--- config.mk ---
export PLATFORM = sky130hd
export DESIGN_NAME = uart_loader_ctrl
export DESIGN_NICKNAME = d
export VERILOG_FILES = /design/src/rtl/uart_loader_ctrl.sv
export SDC_FILE = /design/constraint.sdc
export NUM_CORES = 1
export LEC_CHECK = 0
export ABC_AREA = 1
export BUFFER_PORTS_ARGS = -buffer_cell sky130_fd_sc_hd__buf_4
export CAP_MARGIN = 20
export CORE_UTILIZATION = 30
export CTS_CLUSTER_DIAMETER = 200
export DETAILED_ROUTE_END_ITERATION = 8
export SYNTH_ARGS = -nofsm -noshare
export SYNTH_HDL_FRONTEND = slang
export SYNTH_SLANG_ARGS = --single-unit
--- constraint.sdc ---
create_clock -name clk -period 6.1 [get_ports clk]
set_input_delay 0.61 -clock clk [delete_from_list [all_inputs] [get_ports clk]]
set_output_delay 0.61 -clock clk [all_outputs]
set_load 0.01 [all_outputs]
--- src/rtl/uart_loader_ctrl.sv ---
// UART program loader and CPU run control.
// Accepts single-byte commands and length-prefixed instruction-memory images.
module uart_loader_ctrl #(
    parameter int NB_DATA     = 8,
    parameter int NB_WORD     = 32,
    parameter int NB_ADDR     = 10,
    parameter int TIMEOUT_CYC = 1000000
) (
    input  logic               clk,
    input  logic               i_rst,
    input  logic [NB_DATA-1:0] i_rx_data,
    input  logic               i_rx_done,
    output logic               o_imem_we,
    output logic [NB_ADDR-1:0] o_imem_addr,
    output logic [NB_WORD-1:0] o_imem_wdata,
    output logic               o_cpu_rst,
    output logic               o_cpu_run,
    output logic               o_cpu_step,
    output logic               o_busy,
    output logic               o_err
);

    localparam int BYTES   = NB_WORD / NB_DATA;
    localparam int NB_BCNT = (BYTES > 1) ? $clog2(BYTES) : 1;
    localparam int NB_TMO  = $clog2(TIMEOUT_CYC + 1);

    localparam logic [NB_BCNT-1:0] BCNT_LAST = NB_BCNT'(BYTES - 1);
    localparam logic [NB_TMO-1:0]  TMO_LAST  = NB_TMO'(TIMEOUT_CYC - 1);
    localparam logic [32:0]        WORDS_MAX = 33'(1) << NB_ADDR;

    localparam logic [NB_DATA-1:0] CMD_L = NB_DATA'(8'h4C);
    localparam logic [NB_DATA-1:0] CMD_R = NB_DATA'(8'h52);
    localparam logic [NB_DATA-1:0] CMD_H = NB_DATA'(8'h48);
    localparam logic [NB_DATA-1:0] CMD_S = NB_DATA'(8'h53);

    typedef enum logic [2:0] {
        IDLE,
        LEN_LO,
        LEN_HI,
        DATA,
        WRITE
    } state_t;

    state_t               state_q, state_d;
    logic [15:0]          len_q, len_d;
    logic [NB_ADDR-1:0]   addr_q, addr_d;
    logic [NB_WORD-1:0]   wdata_q, wdata_d;
    logic [NB_BCNT-1:0]   bcnt_q, bcnt_d;
    logic [NB_TMO-1:0]    tmo_q, tmo_d;
    logic                 cpu_rst_q, cpu_rst_d;
    logic                 run_q, run_d;
    logic                 step_q, step_d;
    logic                 err_q, err_d;

    logic [7:0]  rx_byte;
    logic [15:0] n_words;
    logic        is_l, is_r, is_h, is_s;
    logic        in_frame;

    assign rx_byte  = 8'(i_rx_data);
    assign n_words  = {rx_byte, len_q[7:0]};
    assign is_l     = (i_rx_data == CMD_L);
    assign is_r     = (i_rx_data == CMD_R);
    assign is_h     = (i_rx_data == CMD_H);
    assign is_s     = (i_rx_data == CMD_S);
    assign in_frame = (state_q == LEN_LO) || (state_q == LEN_HI)
                   || (state_q == DATA);

    // State register and all datapath/control registers.
    always_ff @(posedge clk or posedge i_rst) begin
        if (i_rst) begin
            state_q   <= IDLE;
            len_q     <= '0;
            addr_q    <= '0;
            wdata_q   <= '0;
            bcnt_q    <= '0;
            tmo_q     <= '0;
            cpu_rst_q <= 1'b1;
            run_q     <= 1'b0;
            step_q    <= 1'b0;
            err_q     <= 1'b0;
        end else begin
            state_q   <= state_d;
            len_q     <= len_d;
            addr_q    <= addr_d;
            wdata_q   <= wdata_d;
            bcnt_q    <= bcnt_d;
            tmo_q     <= tmo_d;
            cpu_rst_q <= cpu_rst_d;
            run_q     <= run_d;
            step_q    <= step_d;
            err_q     <= err_d;
        end
    end

    // Next-state: command decode, frame parsing, word assembly, timeout.
    always_comb begin
        state_d   = state_q;
        len_d     = len_q;
        addr_d    = addr_q;
        wdata_d   = wdata_q;
        bcnt_d    = bcnt_q;
        tmo_d     = '0;
        cpu_rst_d = cpu_rst_q;
        run_d     = run_q;
        step_d    = 1'b0;
        err_d     = err_q;

        unique case (state_q)
            IDLE: begin
                if (i_rx_done) begin
                    unique case (1'b1)
                        is_l: begin
                            state_d   = LEN_LO;
                            cpu_rst_d = 1'b1;
                            run_d     = 1'b0;
                            err_d     = 1'b0;
                        end
                        is_r: begin
                            run_d     = 1'b1;
                            cpu_rst_d = 1'b0;
                            err_d     = 1'b0;
                        end
                        is_h: begin
                            run_d     = 1'b0;
                            cpu_rst_d = 1'b0;
                            err_d     = 1'b0;
                        end
                        is_s: begin
                            step_d = !run_q && !cpu_rst_q;
                            err_d  = 1'b0;
                        end
                        default: err_d = 1'b1;
                    endcase
                end
            end
            LEN_LO: begin
                if (i_rx_done) begin
                    len_d[7:0] = rx_byte;
                    state_d    = LEN_HI;
                end
            end
            LEN_HI: begin
                if (i_rx_done) begin
                    if (n_words == 16'd0) begin
                        state_d   = IDLE;
                        cpu_rst_d = 1'b0;
                    end else if (33'(n_words) > WORDS_MAX) begin
                        state_d = IDLE;
                        err_d   = 1'b1;
                    end else begin
                        state_d = DATA;
                        len_d   = n_words;
                        addr_d  = '0;
                        bcnt_d  = '0;
                    end
                end
            end
            DATA: begin
                if (i_rx_done) begin
                    wdata_d[int'(bcnt_q)*NB_DATA +: NB_DATA] = i_rx_data;
                    if (bcnt_q == BCNT_LAST) begin
                        bcnt_d  = '0;
                        state_d = WRITE;
                    end else begin
                        bcnt_d = bcnt_q + 1'b1;
                    end
                end
            end
            WRITE: begin
                if (len_q == 16'd1) begin
                    len_d     = '0;
                    state_d   = IDLE;
                    cpu_rst_d = 1'b0;
                end else begin
                    len_d   = len_q - 16'd1;
                    addr_d  = addr_q + 1'b1;
                    state_d = DATA;
                end
            end
            default: state_d = IDLE;
        endcase

        // Inter-byte silence inside a frame aborts it.
        if (in_frame && !i_rx_done) begin
            if (tmo_q == TMO_LAST) begin
                state_d = IDLE;
                err_d   = 1'b1;
                bcnt_d  = '0;
                wdata_d = '0;
            end else begin
                tmo_d = tmo_q + 1'b1;
            end
        end
    end

    assign o_imem_we    = (state_q == WRITE);
    assign o_imem_addr  = addr_q;
    assign o_imem_wdata = wdata_q;
    assign o_cpu_rst    = cpu_rst_q;
    assign o_cpu_run    = run_q;
    assign o_cpu_step   = step_q;
    assign o_busy       = (state_q != IDLE);
    assign o_err        = err_q;

endmodule

## Word-level counts from Yosys, hierarchy flattened

Index checks and enable logic that the tools add are counted.

- Bitwise gates (word level): 1
- Shift operators: 2
- Add/subtract/negate cells: 5
- Divide/modulo/power cells: 0
- Reductions and logical operators: 22
- $lt $le $gt $ge: 1
- Multiplexer cells: 57
- Eq/ne operators: 20
- Multipliers: 0

Operators with widths:

| operator | number |
|---|---|
| 2-to-1 mux 32 bit | 4 |
| 2-to-1 mux 16 bit | 4 |
| 2-to-1 mux 10 bit | 4 |
| 2-to-1 mux 20 bit | 2 |
| negation 5 -> 33 bit | 1 |
| variable shift 8 x 33 -> 32 bit (first input constant) | 1 |
| variable part select 8 x 33 -> 32 bit | 1 |
| bitwise mux 32 bit | 1 |
| == test 8 x 7 -> 1 bit (second input constant) | 4 |
| 2-to-1 mux 3 bit | 9 |
| one-hot mux 8 bit (3 select lines) | 1 |
| adder 20 x 1 -> 20 bit (second input constant) | 1 |
| == test 20 bit (second input constant) | 1 |
| one-hot mux 10 bit (2 select lines) | 1 |
| 2-to-1 mux 2 bit | 9 |
| == test 16 x 1 -> 1 bit (second input constant) | 1 |
| greater-than comparator 16 x 11 -> 1 bit (second input constant) | 1 |
| logical NOT 16 bit | 1 |
| one-hot mux 8 bit (2 select lines) | 1 |
| subtractor 16 x 1 -> 16 bit (second input constant) | 1 |
| one-hot mux 3 bit (5 select lines) | 1 |
| 2-to-1 mux 1 bit | 14 |
| inequality test 2 bit (second input constant) | 6 |
| adder 10 x 1 -> 10 bit (second input constant) | 1 |
| other kinds (24) | 37 |

- Register bits after elaboration: 87
- Output and inout port bits: 48
- Latch bits: 0
- RAM bits: 0
- Memories kept: 0
- Bits of input ports: 11
- Bits in read-only memories: 0

## Logic depth before layout (Yosys ltp)

- Depth after elaboration: 7
- Mapped depth: 12

## Least setup slack after synthesis

Ideal clock, no wire load.

- Path kind: register to register
- Start point: register bcnt_q[0]
- End point: register wdata_q[10] (netlist: o_imem_wdata[10])
- Cell stages (with the launch flop): 11
- Data required time: 6.036 ns
- Path slack: 4.091 ns
- Clock period less this slack: 2.009 ns
- Data arrival time: 1.946 ns
- Path buffers: 2
- Setup time: 0.064 ns
- Path through: dfrtp_1 -> clkbuf_1 -> inv_1 -> ha_1 -> buf_2 -> inv_1 -> nor2_2 -> inv_1 -> o21ai_0 -> o211ai_1 -> inv_1

- Longest elaborated chain between the ends: 7
- Elaborated cells on any way between the ends: 8
- Those cells by class: 1 x add/sub; 2 x shift; 5 x mux

RTL lines:

| element | line | text |
|---|---|---|
| start, declared | 48 | `logic [NB_BCNT-1:0] bcnt_q, bcnt_d;` |
| start signal, assigned | 87 | `bcnt_q <= bcnt_d;` |
| negation 5 -> 33 bit (*) | 161 | `wdata_d[int'(bcnt_q)*NB_DATA +: NB_DATA] = i_rx_data;` |
| variable part select 8 x 33 -> 32 bit or variable shift 8 x 33 -> 32 bit (tied branches) | 161 |  |
| bitwise mux 32 bit (*) | 161 |  |
| 2-to-1 mux 32 bit (*) | 160 | `if (i_rx_done) begin` |
| 2-to-1 mux 32 bit (*) | 109 | `unique case (state_q)` |
| 2-to-1 mux 32 bit | 186 | `if (tmo_q == TMO_LAST) begin` |
| 2-to-1 mux 32 bit (*) | 185 | `if (in_frame && !i_rx_done) begin` |
| net wdata_d[10] | 47 | `logic [NB_WORD-1:0] wdata_q, wdata_d;` |
| end signal, assigned | 86 | `wdata_q <= wdata_d;` |
| end, declared | 47 |  |

Mark *: on every way through the listed nets, which the timed path passes. The rest lies on a longest branch.
A chain may end at the register's enable or synchronous reset.

## Final worst setup path

- Start point: register state_q[0]
- End point: output o_imem_we

- Longest elaborated chain between the ends: 1

RTL lines:

| element | line | text |
|---|---|---|
| start, declared | 44 | `state_t state_q, state_d;` |
| start signal, assigned | 83 | `state_q <= state_d;` |
| == test 3 bit | 197 | `assign o_imem_we = (state_q == WRITE);` |
| end, declared | 13 | `output logic o_imem_we,` |

No other way between the ends.

==> metrics.cfg <==
[setup_path]
required_ns = 5.49
reg2reg_slack_ns = 3.76
rr_endpoint = o_imem_wdata[10]
crit_chain = nor2_2 > nand2_1 > inv_1 > buf_4
reg2regPathDepth = 8
worst_setup_path_end_kind = output pin
critPathKind = flip-flop to output pin
cp_slowest_cell = nand2_1
cpPeakStageDelay_ns = 0.48
crit_path_max_fanout = 22
cp-start-kind = flip-flop
arrival_ns = 1.89
r2r_start = bcnt_q[0]

[timing]
period_minus_slack_ns = 2.50
finalSetupTns_ns = 0
setup_viol = 0
slew_viol_final = 0
hold_viol_final = 0
rsz0062_at_grt = no
fmax_mhz = 400
hold_slack_ns = 0.367
maxSlewHeadroom_pct = 48.8
setup_ws_ns = 3.60
fin_skew_ns = 0.00780
worstMarginPinSlew_ns = 0.768
post-route-period-util_pct = 41.0

[routing]
drt-vias-per-instance = 4.69
drc = 0
post_drt_wl_per_cell_um = 13.3
drt_iter0_drc = 363
routed-via-count = 4476
drtPass1Iterations = 4
ant_nets = 0
routed_wl_um = 12700

[global_routing]
grt_pass1_vias = 4237
grt_max_degree = 47
grt_use_total_pct = 15.3
antenna_found_initial = 0
globalRoute.totalOverflow = 0
grt_pass1_wl_um = 21200

[logic_synthesis]
synth_cells = 675
synthSimpleGateAreaFrac_pct = 27.1
synthesis.yosys.warnings = 0
synth_top_cell_by_area = dfrtp_1
syn-num-nets = 697
synth_ff_type = dfrtp_1
synth_top_area_share_pct = 42.1
synth_edf_count = 0
synth_top_family_by_area = simple AND/OR/NAND/NOR gates
synthMuxAreaShare_pct = 0
yosys.area_share.adder_pct = 2.69
synth-compound-area-share_pct = 15.3
synth_cell_types = 36
synth_area_leaders = dfrtp_1 (42%), nand2_1 (11%), inv_1 (7.9%), o21ai_0 (5.4%), nor2_1 (4.3%)
synthesis.area_sq_um = 5110
synth_xor_area_share_pct = 1.89
yosysMostFrequentCell = nand2_1
ys_seq_area_share_pct = 42.7
syn_avg_cell_area_sq_um = 7.57
async_reset_ff_share_pct = 100
synthTopCellsByCount = nand2_1 (155), inv_1 (107), dfrtp_1 (86)
synth-seq-cells = 87

[floorplanning]
die_h_um = 132
core_sq_um = 16600
ios = 59
start_util_pct = 30.8
num_rows = 47
dieArea_sq_um = 17600
fp.dieW_um = 132

[final_layout]
diodes = 0
syn_to_final_growth_pct = 18.5
nets = 751
drive_above_1_share_pct = 15.0

[min_path]
hold_class = input port to async pin

[power]
vdd_drop_max_uv = 123
p_int_mw = 1.00
switching_share_pct = 24.0
pwr-share-clk_pct = 45.7
combPwrFrac_pct = 7.7
p_seq_share_pct = 46.7
p_per_area_nw_per_um2 = 218
power_switching_mw = 0.317
p_leak_nw = 2.98

[clock_tree]
cts-buffers-inserted = 9
path_clk_slew_ns = 0.06
ctsHoldBuffers = 0
cts_root_buffer = clkbuf_16
htree_num_levels = 3
clock-sinks = 87
clk_latency_ns = 0.35
clk_path_buf_depth = 2
cts_tree = yes
cts-resized-gates = 0
post_cts_buffers = 0

[placed_design]
pre_cts_ws_ns = 3.76
hpwl_um = 9180
io_buffers = 58
place_congestion = 0.876

[status]
status = complete, no violations

[run]
drv_cap = 0

## cells by family after synthesis
| logic type | count (synthesis) |
|---|---|
| buf+inv | 131 |
| xor+xnor | 11 |
| compound gates | 128 |
| simple gates | 307 |
| flops | 87 |
| fa+ha+maj | 11 |
## stage by stage
| stage | cell area (sq um) | instances | utilization [%] | total power [mW] |
|---|---|---|---|---|
| after global routing | 6050 | 954 | 36.5 | 1.38 |
| after global placement | 5730 | 938 | 34.6 | 0.730 |
| after floorplan | 5110 | 675 | - | 0.685 |
| after CTS | 6050 | 954 | 36.5 | 1.34 |
| final | 6050 | 954 | 36.5 | 1.32 |
| after detailed placement | 5730 | 938 | 34.6 | 0.730 |
## metal layers
metal,wire (um),global-route usage (%)
met1,6420,21.3
met2,5580,23.2
met3,462,2.72
met4,240,6.77
met5,0,0
## worst max-delay path by stage
stage                           from  slack, ns  cells past startpoint               end
after floorplan                i_rst       3.24                      1         bcnt_q[0]
after global placement     bcnt_q[0]       3.90                      8   o_imem_wdata[8]
after detailed placement   bcnt_q[0]       3.76                      8  o_imem_wdata[10]
after CTS                 state_q[0]       3.58                      4         o_imem_we
after global routing      state_q[0]       3.44                      4         o_imem_we
final                     state_q[0]       3.60                      4         o_imem_we
## state kept, by name, summed over array words and instances (netlist names)
register,count
o_err,1
len_q,16
state_q,3
o_cpu_rst,1
o_imem_addr,10
bcnt_q,2
o_cpu_step,1
tmo_q,20
o_imem_wdata,32
o_cpu_run,1
## power by group through the flow
stage	Clock (mW)	Sequential, mW	Combinational [mW]
3_5_place_dp	0	0.627	0.103
5_1_grt	0.645	0.619	0.114
2_1_floorplan	0	0.626	0.0585
4_1_cts	0.621	0.616	0.103
3_3_place_gp	0	0.627	0.103
6_report	0.603	0.616	0.101
## cells in the final DEF (no fill, tap or decap), types with 9 or more instances in the layout
cell / netlist / layout
nand2_1: 155 / 155
ha_1: 11 / 11
inv_1: 107 / 106
o211ai_1: 25 / 25
dfrtp_1: 86 / 86
clkbuf_16: 0 / 9
buf_4: 3 / 60
o21ai_0: 55 / 55
nor2_1: 59 / 59
nor3_1: 19 / 19
nand3_1: 39 / 39
a21oi_1: 18 / 18
nand4_1: 12 / 12
## cell type report
class                           instances  area (sq um)
Clock buffer                           10           239
Clock inverter                          6          83.8
Fill cell                            1784         10500
Inverter                              114           429
Multi-Input combinational cell        457          2400
Sequential cell                        87          2180
Tap cell                              220           275
Timing Repair Buffer                   60           450
## worst max-delay path, delay by kind of cell, from the launching register on
family,cells,cell delay [ns]
and+or+nand+nor,2,0.69
DFF,1,0.43
buffers and inverters,2,0.42
No activity file was read; power rests on OpenSTA's default activity.
